<file path="config.mk">
export PLATFORM = sky130hd
export DESIGN_NAME = uart_rx_frame
export DESIGN_NICKNAME = d
export VERILOG_FILES = /design/src/rtl/uart_rx_frame.sv
export SDC_FILE = /design/constraint.sdc
export NUM_CORES = 1
export LEC_CHECK = 0
export CAP_MARGIN = 20
export CELL_PAD_IN_SITES_DETAIL_PLACEMENT = 0
export CELL_PAD_IN_SITES_GLOBAL_PLACEMENT = 1
export CORE_ASPECT_RATIO = 2
export CORE_MARGIN = 8
export CORE_UTILIZATION = 35
export DETAILED_ROUTE_END_ITERATION = 8
export GPL_ROUTABILITY_DRIVEN = 0
export PLACE_DENSITY_LB_ADDON = 0.1
export SLEW_MARGIN = 20
export SYNTH_ARGS = -nofsm -noshare
export SYNTH_HDL_FRONTEND = slang
export SYNTH_SLANG_ARGS = --single-unit
</file>
<file path="constraint.sdc">
create_clock -name clk -period 2.2 [get_ports clk]
set_clock_uncertainty 0.1 [all_clocks]
set_input_delay 0.44 -clock clk [delete_from_list [all_inputs] [get_ports clk]]
set_output_delay 0.44 -clock clk [all_outputs]
set_load 0.05 [all_outputs]
</file>
<file path="src/rtl/uart_rx_frame.sv">
// UART receive framer: after a confirmed start bit, samples data/parity/stop at bit centres
// on the oversample tick and hands each byte to a one-entry valid/ready holding register.
module uart_rx_frame #(
   parameter int DATA_BITS  = 8,
   parameter int OVERSAMPLE = 8,
   parameter int PARITY_EN  = 0,
   parameter int PARITY_ODD = 0
) (
   input  logic                 clk,
   input  logic                 rst,
   input  logic                 bd8_rate,
   input  logic                 rx,
   input  logic                 start_ok,
   input  logic                 start_bit,
   output logic [DATA_BITS-1:0] rx_data,
   output logic                 rx_valid,
   input  logic                 rx_ready,
   output logic                 frame_err,
   output logic                 parity_err,
   output logic                 overrun,
   input  logic                 clr_err,
   output logic                 busy,
   output logic [1:0]           dbg_state
);

   localparam int TW = (OVERSAMPLE > 1) ? $clog2(OVERSAMPLE) : 1;
   localparam int BW = (DATA_BITS > 1) ? $clog2(DATA_BITS) : 1;

   typedef enum logic [1:0] {
      S_IDLE   = 2'd0,
      S_DATA   = 2'd1,
      S_PARITY = 2'd2,
      S_STOP   = 2'd3
   } state_t;

   state_t               r_state;
   state_t               w_next;
   logic                 r_rx_meta;
   logic                 r_rx_s;
   logic [TW-1:0]        r_tick_cnt;
   logic [BW-1:0]        r_bit_cnt;
   logic [DATA_BITS-1:0] r_shift;
   logic                 r_perr;
   logic [DATA_BITS-1:0] r_data;
   logic                 r_valid;
   logic                 r_ferr;
   logic                 r_perr_held;
   logic                 r_overrun;
   logic                 w_sample;
   logic                 w_start;
   logic                 w_push;
   logic                 w_pop;
   logic                 w_drop;
   logic                 w_par;

   // Line idles high, so the synchroniser resets to 1 to avoid a fake falling edge.
   always_ff @(posedge clk or posedge rst) begin
      if (rst) begin
         r_rx_meta <= 1'b1;
         r_rx_s    <= 1'b1;
      end else begin
         r_rx_meta <= rx;
         r_rx_s    <= r_rx_meta;
      end
   end

   assign w_sample = (r_state != S_IDLE) && bd8_rate && (r_tick_cnt == TW'(OVERSAMPLE - 1));
   assign w_par    = (^r_shift) ^ r_rx_s ^ (PARITY_ODD != 0);

   always_ff @(posedge clk or posedge rst) begin
      if (rst) r_state <= S_IDLE;
      else     r_state <= w_next;
   end

   always_comb begin
      w_next  = r_state;
      w_start = 1'b0;
      w_push  = 1'b0;
      case (r_state)
         S_IDLE: begin
            if (start_ok && !start_bit) begin
               w_next  = S_DATA;
               w_start = 1'b1;
            end
         end
         S_DATA: begin
            if (w_sample && (r_bit_cnt == BW'(DATA_BITS - 1)))
               w_next = (PARITY_EN != 0) ? S_PARITY : S_STOP;
         end
         S_PARITY: begin
            if (w_sample) w_next = S_STOP;
         end
         S_STOP: begin
            if (w_sample) begin
               w_next = S_IDLE;
               w_push = 1'b1;
            end
         end
         default: w_next = S_IDLE;
      endcase
   end

   // Data arrives LSB first, so shifting in from the top leaves bit 0 in position 0.
   always_ff @(posedge clk or posedge rst) begin
      if (rst) begin
         r_tick_cnt <= '0;
         r_bit_cnt  <= '0;
         r_shift    <= '0;
         r_perr     <= 1'b0;
      end else if (w_start) begin
         r_tick_cnt <= '0;
         r_bit_cnt  <= '0;
         r_shift    <= '0;
         r_perr     <= 1'b0;
      end else if ((r_state != S_IDLE) && bd8_rate) begin
         r_tick_cnt <= w_sample ? '0 : r_tick_cnt + TW'(1);
         if (w_sample && (r_state == S_DATA)) begin
            r_shift   <= {r_rx_s, r_shift[DATA_BITS-1:1]};
            r_bit_cnt <= r_bit_cnt + BW'(1);
         end
         if (w_sample && (r_state == S_PARITY)) r_perr <= w_par;
      end
   end

   // Holding register: a transfer happens on any cycle with rx_valid & rx_ready; a new byte
   // may load in that same cycle, otherwise a byte arriving while full is dropped.
   assign w_pop  = r_valid && rx_ready;
   assign w_drop = w_push && r_valid && !w_pop;

   always_ff @(posedge clk or posedge rst) begin
      if (rst) begin
         r_data      <= '0;
         r_valid     <= 1'b0;
         r_ferr      <= 1'b0;
         r_perr_held <= 1'b0;
         r_overrun   <= 1'b0;
      end else begin
         if (w_push && !w_drop) begin
            r_data      <= r_shift;
            r_ferr      <= ~r_rx_s;
            r_perr_held <= (PARITY_EN != 0) ? r_perr : 1'b0;
            r_valid     <= 1'b1;
         end else if (w_pop) begin
            r_valid <= 1'b0;
         end
         if (w_drop)       r_overrun <= 1'b1;
         else if (clr_err) r_overrun <= 1'b0;
      end
   end

   assign rx_data    = r_data;
   assign rx_valid   = r_valid;
   assign frame_err  = r_ferr;
   assign parity_err = r_perr_held;
   assign overrun    = r_overrun;
   assign busy       = (r_state != S_IDLE);
   assign dbg_state  = r_state;

endmodule

</file>
==> impl_metrics.tcl <==
set metrics [dict create \
    setup_viol 0 \
    clockBufferDepth 2 \
    insertion_delay_ns 0.28 \
    io_pins 23 \
    power_uw 1720 \
    grt_pass1_vias 909 \
    cts_htree_levels 2 \
    required_ns 1.66 \
    dr_wl_met2_mm 1.22 \
    irDropWorstVdd_uv 471 \
    crit_buf_inv 1 \
    vias 804 \
    worst_pin_slew_ns 0.512 \
    met3_length_um 143 \
    status "complete, no violations" \
    ys_seq_area_frac 0.579 \
    fmax_mhz 490 \
    viasPerCell 4.76 \
    fin_hold_ws_ns 0.270 \
    drive_gt1_frac 0.250 \
    numCtsBuffers 5 \
    fin_crit_ns 2.04 \
    slowest_delay_ns 0.82 \
    cp-end-kind "output pin" \
    die_w_um 58.4 \
    cts_sinks 29 \
    yosys_warnings 0 \
    synthArstFlopShare 1.00 \
    maxCapViolCount 0 \
    dominantRegCellSynth "dfrtp_1" \
    port_buffers 21 \
    grt_pass1_wl_mm 4.03 \
    cts_root_buffer "clkbuf_8" \
    grt_overflow 0 \
    antenna_left 0 \
    leakage_uw 0.000784 \
    critPathTopFamily "buffers and inverters" \
    area_delta_synth_final_pct 30.4 \
    yosys_register_bits 29 \
    syn-cell-area_sq_um 1260 \
    hold_violations 0 \
    design.core.area_sq_um 3530 \
    setup_slack_ns 0.161 \
    die_h_um 101 \
    drc 0 \
    insertedDiodeCount 0 \
    crit_slowest_cell "clkdlybuf4s50_1" \
    synth_edf_count 0 \
    hold_buffers 0 \
    postSynthCellCount 90 \
    finish.utilization 0.465 \
    crit_fanout 6 \
    rows 31 \
    synthesis.nets 107 \
    drt-met1-wl_um 871 \
    clk_pin_slew_ns 0.06 \
    postSynthAreaPerCell_sq_um 14.0 \
    grt_antenna_before_repair 0 \
    first_pass_iters 4 \
    dp_hpwl_mm 1.72 \
    first_iter_violations 5 \
    routedWlPerCell_um 13.6 \
    ys_types 24 \
    nets 136 \
    floorplan.initialDensity 0.357 \
    power_density_nw_per_um2 1050 \
    most-common-layout-cells "dfrtp_1 (25), clkdlybuf4s50_1 (20), a22o_1 (12)" \
    hold_class "reg2reg" \
    slew_headroom 0.657 \
    rsz0062_at_grt "no" \
    pre_cts_slack_ns -0.0238 \
    worstSetupPathType "reg2out" \
    grt_max_degree 30 \
    cp_cell_sequence "clkdlybuf4s50_1" \
    fin_crit_sh 0.927 \
    final_max_slew_viol_count 0 \
    critPathArrivalTime_ns 1.50 \
    cts_resized 0 \
    grt_usage 0.0894 \
    start_kind "flip-flop" \
    routed_wl_mm 2.30 \
    routed.top_layer "met4" \
    post_cts_buffers 0 \
    dieArea_sq_um 5890 \
    cts_tree "done" \
    final_common_cell "dfrtp_1" \
]
per-stage QoR:
stage | std cells | TNS, ns | cell area (sq um)
floorplan | 90 | 0 | 1260
global placement | 161 | 0 | 1560
detailed placement | 161 | -0.0238 | 1560
CTS | 169 | 0 | 1640
global route | 169 | 0 | 1640
finish | 169 | 0 | 1640
cells by family after synthesis:
family	after synthesis	share of synthesized area
buffers and inverters	11	0.0437
muxes	14	0.122
and+or+nand+nor	11	0.0626
adders and majority gates	9	0.0895
other	1	0.00298
AOI/OAI and AO/OA	15	0.100
DFF	29	0.579
Yosys cell counts, types with 2 or more instances:
library cell	number	area (sq um)
dfrtp_1	27	676
a22o_1	12	105
mux2_2	10	113
ha_1	9	113
inv_1	6	22.5
mux2i_1	3	30.0
buf_2	2	10.0
dfstp_2	2	52.6
nand2b_1	2	12.5
nand4b_1	2	17.5
nor2b_1	2	12.5
report_power, final:
| part | internal [uW] | switching [uW] |
|---|---|---|
| combinational | 289 | 318 |
| clock | 218 | 186 |
| sequential | 636 | 76.6 |
routing by layer:
metal	vias up	GRT usage
li1	375	-
met1	407	0.0835
met2	16	0.154
met3	6	0.0358
met4	0	0.0570
met5	-	0
registers in the layout, indices dropped and copies added, names as in the netlist:
signal and count:
r_shift 8, rx_data 8, r_bit_cnt 3, r_tick_cnt 3, dbg_state 2, frame_err 1, overrun 1, r_rx_meta 1
r_rx_s 1, rx_valid 1
final timing paths:
kind / from / end / slack, ns / cells after the start
max in group asynchronous: rst / r_rx_meta / 1.26 / 3
max: dbg_state[1] / dbg_state[1] / 0.16 / 1
min reg2reg: r_rx_meta / r_rx_s / 0.27 / 0
min: r_rx_meta / r_rx_s / 0.27 / 0
max reg2reg: dbg_state[0] / rx_data[0] / 0.25 / 6
min in group asynchronous: rst / r_shift[5] / 0.44 / 3
layout make-up:
cell class                 instances  area [sq um]
clock buffer                       6          72.6
clock inverter                     2          10.0
fill                             327          1890
inverter                           6          22.5
multi-input combinational         50           479
sequential                        29           731
tap                               49          61.3
timing repair buffer              27           265
No activity file was read; power rests on OpenSTA's default activity.
==> edit 1, RTL diff (config.mk and constraints unchanged) <==
Change the parameter `OVERSAMPLE` from 8 to 4.
--- a/src/rtl/uart_rx_frame.sv
+++ b/src/rtl/uart_rx_frame.sv
@@ -2,7 +2,7 @@
 // on the oversample tick and hands each byte to a one-entry valid/ready holding register.
 module uart_rx_frame #(
    parameter int DATA_BITS  = 8,
-   parameter int OVERSAMPLE = 8,
+   parameter int OVERSAMPLE = 4,
    parameter int PARITY_EN  = 0,
    parameter int PARITY_ODD = 0
 ) (
Behaviour: no difference found for any inputs over 10 cycles, from zero or initial values and one cycle with rst high; that may be too few to reach the edited logic, so the function may still have changed.
==> edit 1 against the unedited design <==
Final area is 6.6% lower; first-iteration DRC count grew to 5.6 times the old value; sequential share of layout area is 1.5 points higher; critical path depth stayed put; setup slack better by 0.0012 ns; count of clock-buffer cells in the layout is 2 lower; combinational power is 35% higher; total power is 7.1% higher; sequential cell count is 1 lower; area after synthesis is 3.1% lower; clock power is 33% lower; wire length is 1.7% higher; critical endpoint unchanged.
==> edit 1: results (changes against the unedited design) <==
| Metric | Value |
|---|---|
| Placed cell count | 142 (-12%) |
| CTS clk-pin slew, worst paths | 0.08 ns (+0.02 ns) |
| H-tree lvl count | 1 (-1) |
| First-pass GRT wire length | 4060 µm (+0.69%) |
| Filler Cell Count | 323 (-1.2%) |
| Routed WL per cell | 16.0 µm (+18%) |
| Clock Sinks | 28 (-3.4%) |
| Port-buffer cells | 21 (unchanged) |
| Detail Placement HPWL | 1730 µm (+0.57%) |
| Status | finished clean |
| Tot GR Track Use | 0.0884 (-0.00102) |
| Grt met1 use | 0.0936 (+0.0101) |
| First DRT Iteration DRCs | 28 (+23) |
| Cells after synthesis | 89 (-1.1%) |
| Met3 Use GR | 0.0155 (-0.0203) |
| Met3 routed WL | 65 µm (-55%) |
| Vias in the first global route | 889 (-2.2%) |
| Top post-synthesis cells by area | dfrtp_1 (53%), ha_1 (8.2%), a22o_1 (7.2%) |
| M1 WL | 964 µm (+11%) |
| P_leak | 0.000739 µW (-5.7%) |
| Largest net degree at the start of global routing | 29 (-3.3%) |
| Worst VDD drop | 0.000554 V (+17%) |
| Worst-Skew Late Latency | 0.26 ns (-0.02 ns) |
| Post-synth cell types | 28 (+17%) |
| Max Used Layer | met4 |
| Max-slew headroom | 0.660 (+0.00221) |
| TritonCTS Buffers | 3 (-2) |
| Nets | 131 (-3.7%) |
| Routed WL | 2340 µm (+1.7%) |
| Post-synthesis net count | 105 (-1.9%) |
| Ratio of cells with drive above 1 in the final layout | 0.167 (-0.0833) |
| Routing usage on met2 | 0.164 (+0.0104) |
edit 1: final timing paths:
| kind | start | endpoint | slack, ns | cells after the start |
|---|---|---|---|---|
| setup / recovery | dbg_state[1] | dbg_state[1] | 0.16 | 1 |
| hold / removal | r_rx_meta | r_rx_s | 0.26 | 0 |
| setup reg to reg | dbg_state[0] | dbg_state[1] | 0.20 | 5 |
| hold reg to reg | r_rx_meta | r_rx_s | 0.26 | 0 |
| max in group asynchronous | rst | r_rx_meta | 1.26 | 3 |
| min in group asynchronous | rst | frame_err | 0.44 | 3 |
edit 1: layout make-up:
| type | count | area (µm²) | share of cell area |
|---|---|---|---|
| Tap cell | 32 | 40.0 | 0.0261 |
| Inverter | 7 | 26.3 | 0.0171 |
| Timing Repair Buffer | 26 | 258 | 0.168 |
| Clock buffer | 4 | 45.0 | 0.0294 |
| Multi-Input combinational cell | 49 | 458 | 0.299 |
| Sequential cell | 28 | 706 | 0.460 |
edit 1: metrics by stage:
step / cell area (µm²) / setup slack, ns / total power [µW]
final: 1530 / 0.162 / 1850
after global routing: 1530 / 0.0403 / 1970
after global placement: 1490 / 0.0693 / 1580
after CTS: 1530 / 0.149 / 1880
after detailed placement: 1490 / 0.0216 / 1600
after floorplan: 1220 / 0.0917 / 1320
edit 1: logic make-up (layout without fill, tap and decap cells):
group | after synthesis | in the layout | share of synthesized area
other | 1 | 1 | 0.00307
AO/OA/AOI/OAI | 16 | 16 | 0.110
flip-flops | 28 | 28 | 0.576
multiplexers | 13 | 13 | 0.118
adder cells (fa/ha/maj) | 8 | 8 | 0.0821
AND/OR/NAND/NOR | 11 | 11 | 0.0626
buffers and inverters | 12 | 37 | 0.0482
edit 1: report_power, final:
group	internal [µW]	total, µW	switching, µW
sequential	656	758	102
clock	129	270	141
combinational	357	817	460
total	1140	1850	703
==> edit 2, RTL diff (same flow settings) <==
Without the edit above. Make the reset (`rst`) synchronous in 4 clocked blocks.
--- a/src/rtl/uart_rx_frame.sv
+++ b/src/rtl/uart_rx_frame.sv
@@ -54,7 +54,7 @@
    logic                 w_par;
 
    // Line idles high, so the synchroniser resets to 1 to avoid a fake falling edge.
-   always_ff @(posedge clk or posedge rst) begin
+   always_ff @(posedge clk) begin
       if (rst) begin
          r_rx_meta <= 1'b1;
          r_rx_s    <= 1'b1;
@@ -67,7 +67,7 @@
    assign w_sample = (r_state != S_IDLE) && bd8_rate && (r_tick_cnt == TW'(OVERSAMPLE - 1));
    assign w_par    = (^r_shift) ^ r_rx_s ^ (PARITY_ODD != 0);
 
-   always_ff @(posedge clk or posedge rst) begin
+   always_ff @(posedge clk) begin
       if (rst) r_state <= S_IDLE;
       else     r_state <= w_next;
    end
@@ -101,7 +101,7 @@
    end
 
    // Data arrives LSB first, so shifting in from the top leaves bit 0 in position 0.
-   always_ff @(posedge clk or posedge rst) begin
+   always_ff @(posedge clk) begin
       if (rst) begin
          r_tick_cnt <= '0;
          r_bit_cnt  <= '0;
@@ -127,7 +127,7 @@
    assign w_pop  = r_valid && rx_ready;
    assign w_drop = w_push && r_valid && !w_pop;
 
-   always_ff @(posedge clk or posedge rst) begin
+   always_ff @(posedge clk) begin
       if (rst) begin
          r_data      <= '0;
          r_valid     <= 1'b0;
Function: differs if rst is asserted again (counterexample within 4 cycles, from zero or initial values and one cycle with rst high); with rst held inactive, the same outputs for 10 cycles.
==> edit 2 against the unedited design <==
Setup slack better by 0.032 ns; area after synthesis is 0.30% lower; utilization is 0.25 points lower; final area is 0.53% lower; sequential cell count stayed put; sequential share of layout area is 8.8 points lower; first-iteration DRC count grew to 6.0 times the old value; synthesized cell count is 60% higher; wire length is 19% higher; total power is 17% lower; register-to-register slack better by 0.07 ns; hold slack better by 0.042 ns; critical path type unchanged; highest routed layer unchanged.
==> edit 2: results (changes against the unedited design) <==
| Metric | Value |
|---|---|
| Placed cell count | 211 (+31%) |
| Hold slack | 0.312 ns (+0.0421 ns) |
| Final std cells w/o fill | 218 (+29%) |
| XOR/XNOR Fraction of Synth Area | 0.00698 (+0.00698) |
| Most used DFF post-synth | dfxtp_1 |
| Placed cell area | 1550 µm² (-0.56%) |
| Worst r2r src | dbg_state[0] |
| Worst R2R End | dbg_state[0] |
| Crit path DAT | 1.47 ns (-0.03 ns) |
| First DRT Iteration DRCs | 30 (+25) |
| Share of synthesized registers carrying an async set or reset | 0 (-1.00) |
| Nets | 186 (+37%) |
| Number of remaining DRC errors | 0 (unchanged) |
| Top post-synthesis cells by area | dfxtp_1 (46%), ha_1 (9.0%), a21oi_1 (8.4%) |
| First-pass GRT wire length | 4640 µm (+15%) |
| Post-synthesis net count | 161 (+50%) |
| Filler Cell Count | 381 (+17%) |
| Largest net degree at the start of global routing | 15 (-50%) |
| Status | finished clean |
| Switching part of the total | 0.303 (-0.0338) |
| Pre-CTS setup slack | 0.108 ns (+0.131 ns) |
| Detail Placement HPWL | 1970 µm (+14%) |
| Actual slew at the worst max-slew pin | 0.496 ns (-0.0164 ns) |
| Post-synthesis compound-gate area fraction | 0.134 (+0.0332) |
| P_leak | 0.000608 µW (-22%) |
| Worst reg2reg path depth | 5 (-1) |
| Vias | 1,035 (+29%) |
| Sequential area share after synthesis | 0.463 (-0.116) |
| Mux cell area share after synthesis | 0.0409 (-0.0814) |
| Ratio of cells with drive above 1 in the final layout | 0.107 (-0.143) |
| Reg-to-reg slack, setup | 0.32 ns (+0.07 ns) |
| HP Start | r_rx_meta |
| Tot GR Track Use | 0.102 (+0.0126) |
| Hold depth | 1 (+1) |
| Routed WL | 2730 µm (+19%) |
| Cells after synthesis | 144 (+60%) |
| Worst setup path startpoint | dbg_state[1] |
| Hold Crit Endpoint | r_rx_s |
| Most frequent cells after synthesis | dfxtp_1 (29), a21oi_1 (21), nand2_1 (20) |
| Worst VDD drop | 0.000640 V (+36%) |
| Post-synth cell types | 25 (+4.2%) |
## edit 2: power groups by stage
stage          Sequential (µW)  Clock (µW)  Combinational, µW
3_3_place_gp               592           0                420
6_report                   579         427                416
4_1_cts                    580         445                424
2_1_floorplan              637           0                217
5_1_grt                    585         462                454
3_5_place_dp               592           0                424
## edit 2: cell type report
type / instances / area (µm²) / area share
Multi-Input combinational cell: 102 / 618 / 0.379
Clock buffer: 7 / 86.3 / 0.0529
Timing Repair Buffer: 28 / 273 / 0.167
Inverter: 3 / 11.3 / 0.00690
Tap cell: 49 / 61.3 / 0.0375
Sequential cell: 29 / 583 / 0.357
## edit 2: per-layer routing
layer / up-vias / wire length [µm] / global-route usage
met3: 5 / 129 / 0.0384
met5: - / 0 / 0
met4: 0 / 60 / 0.0513
met1: 478 / 1150 / 0.105
li1: 532 / - / -
met2: 20 / 1390 / 0.173
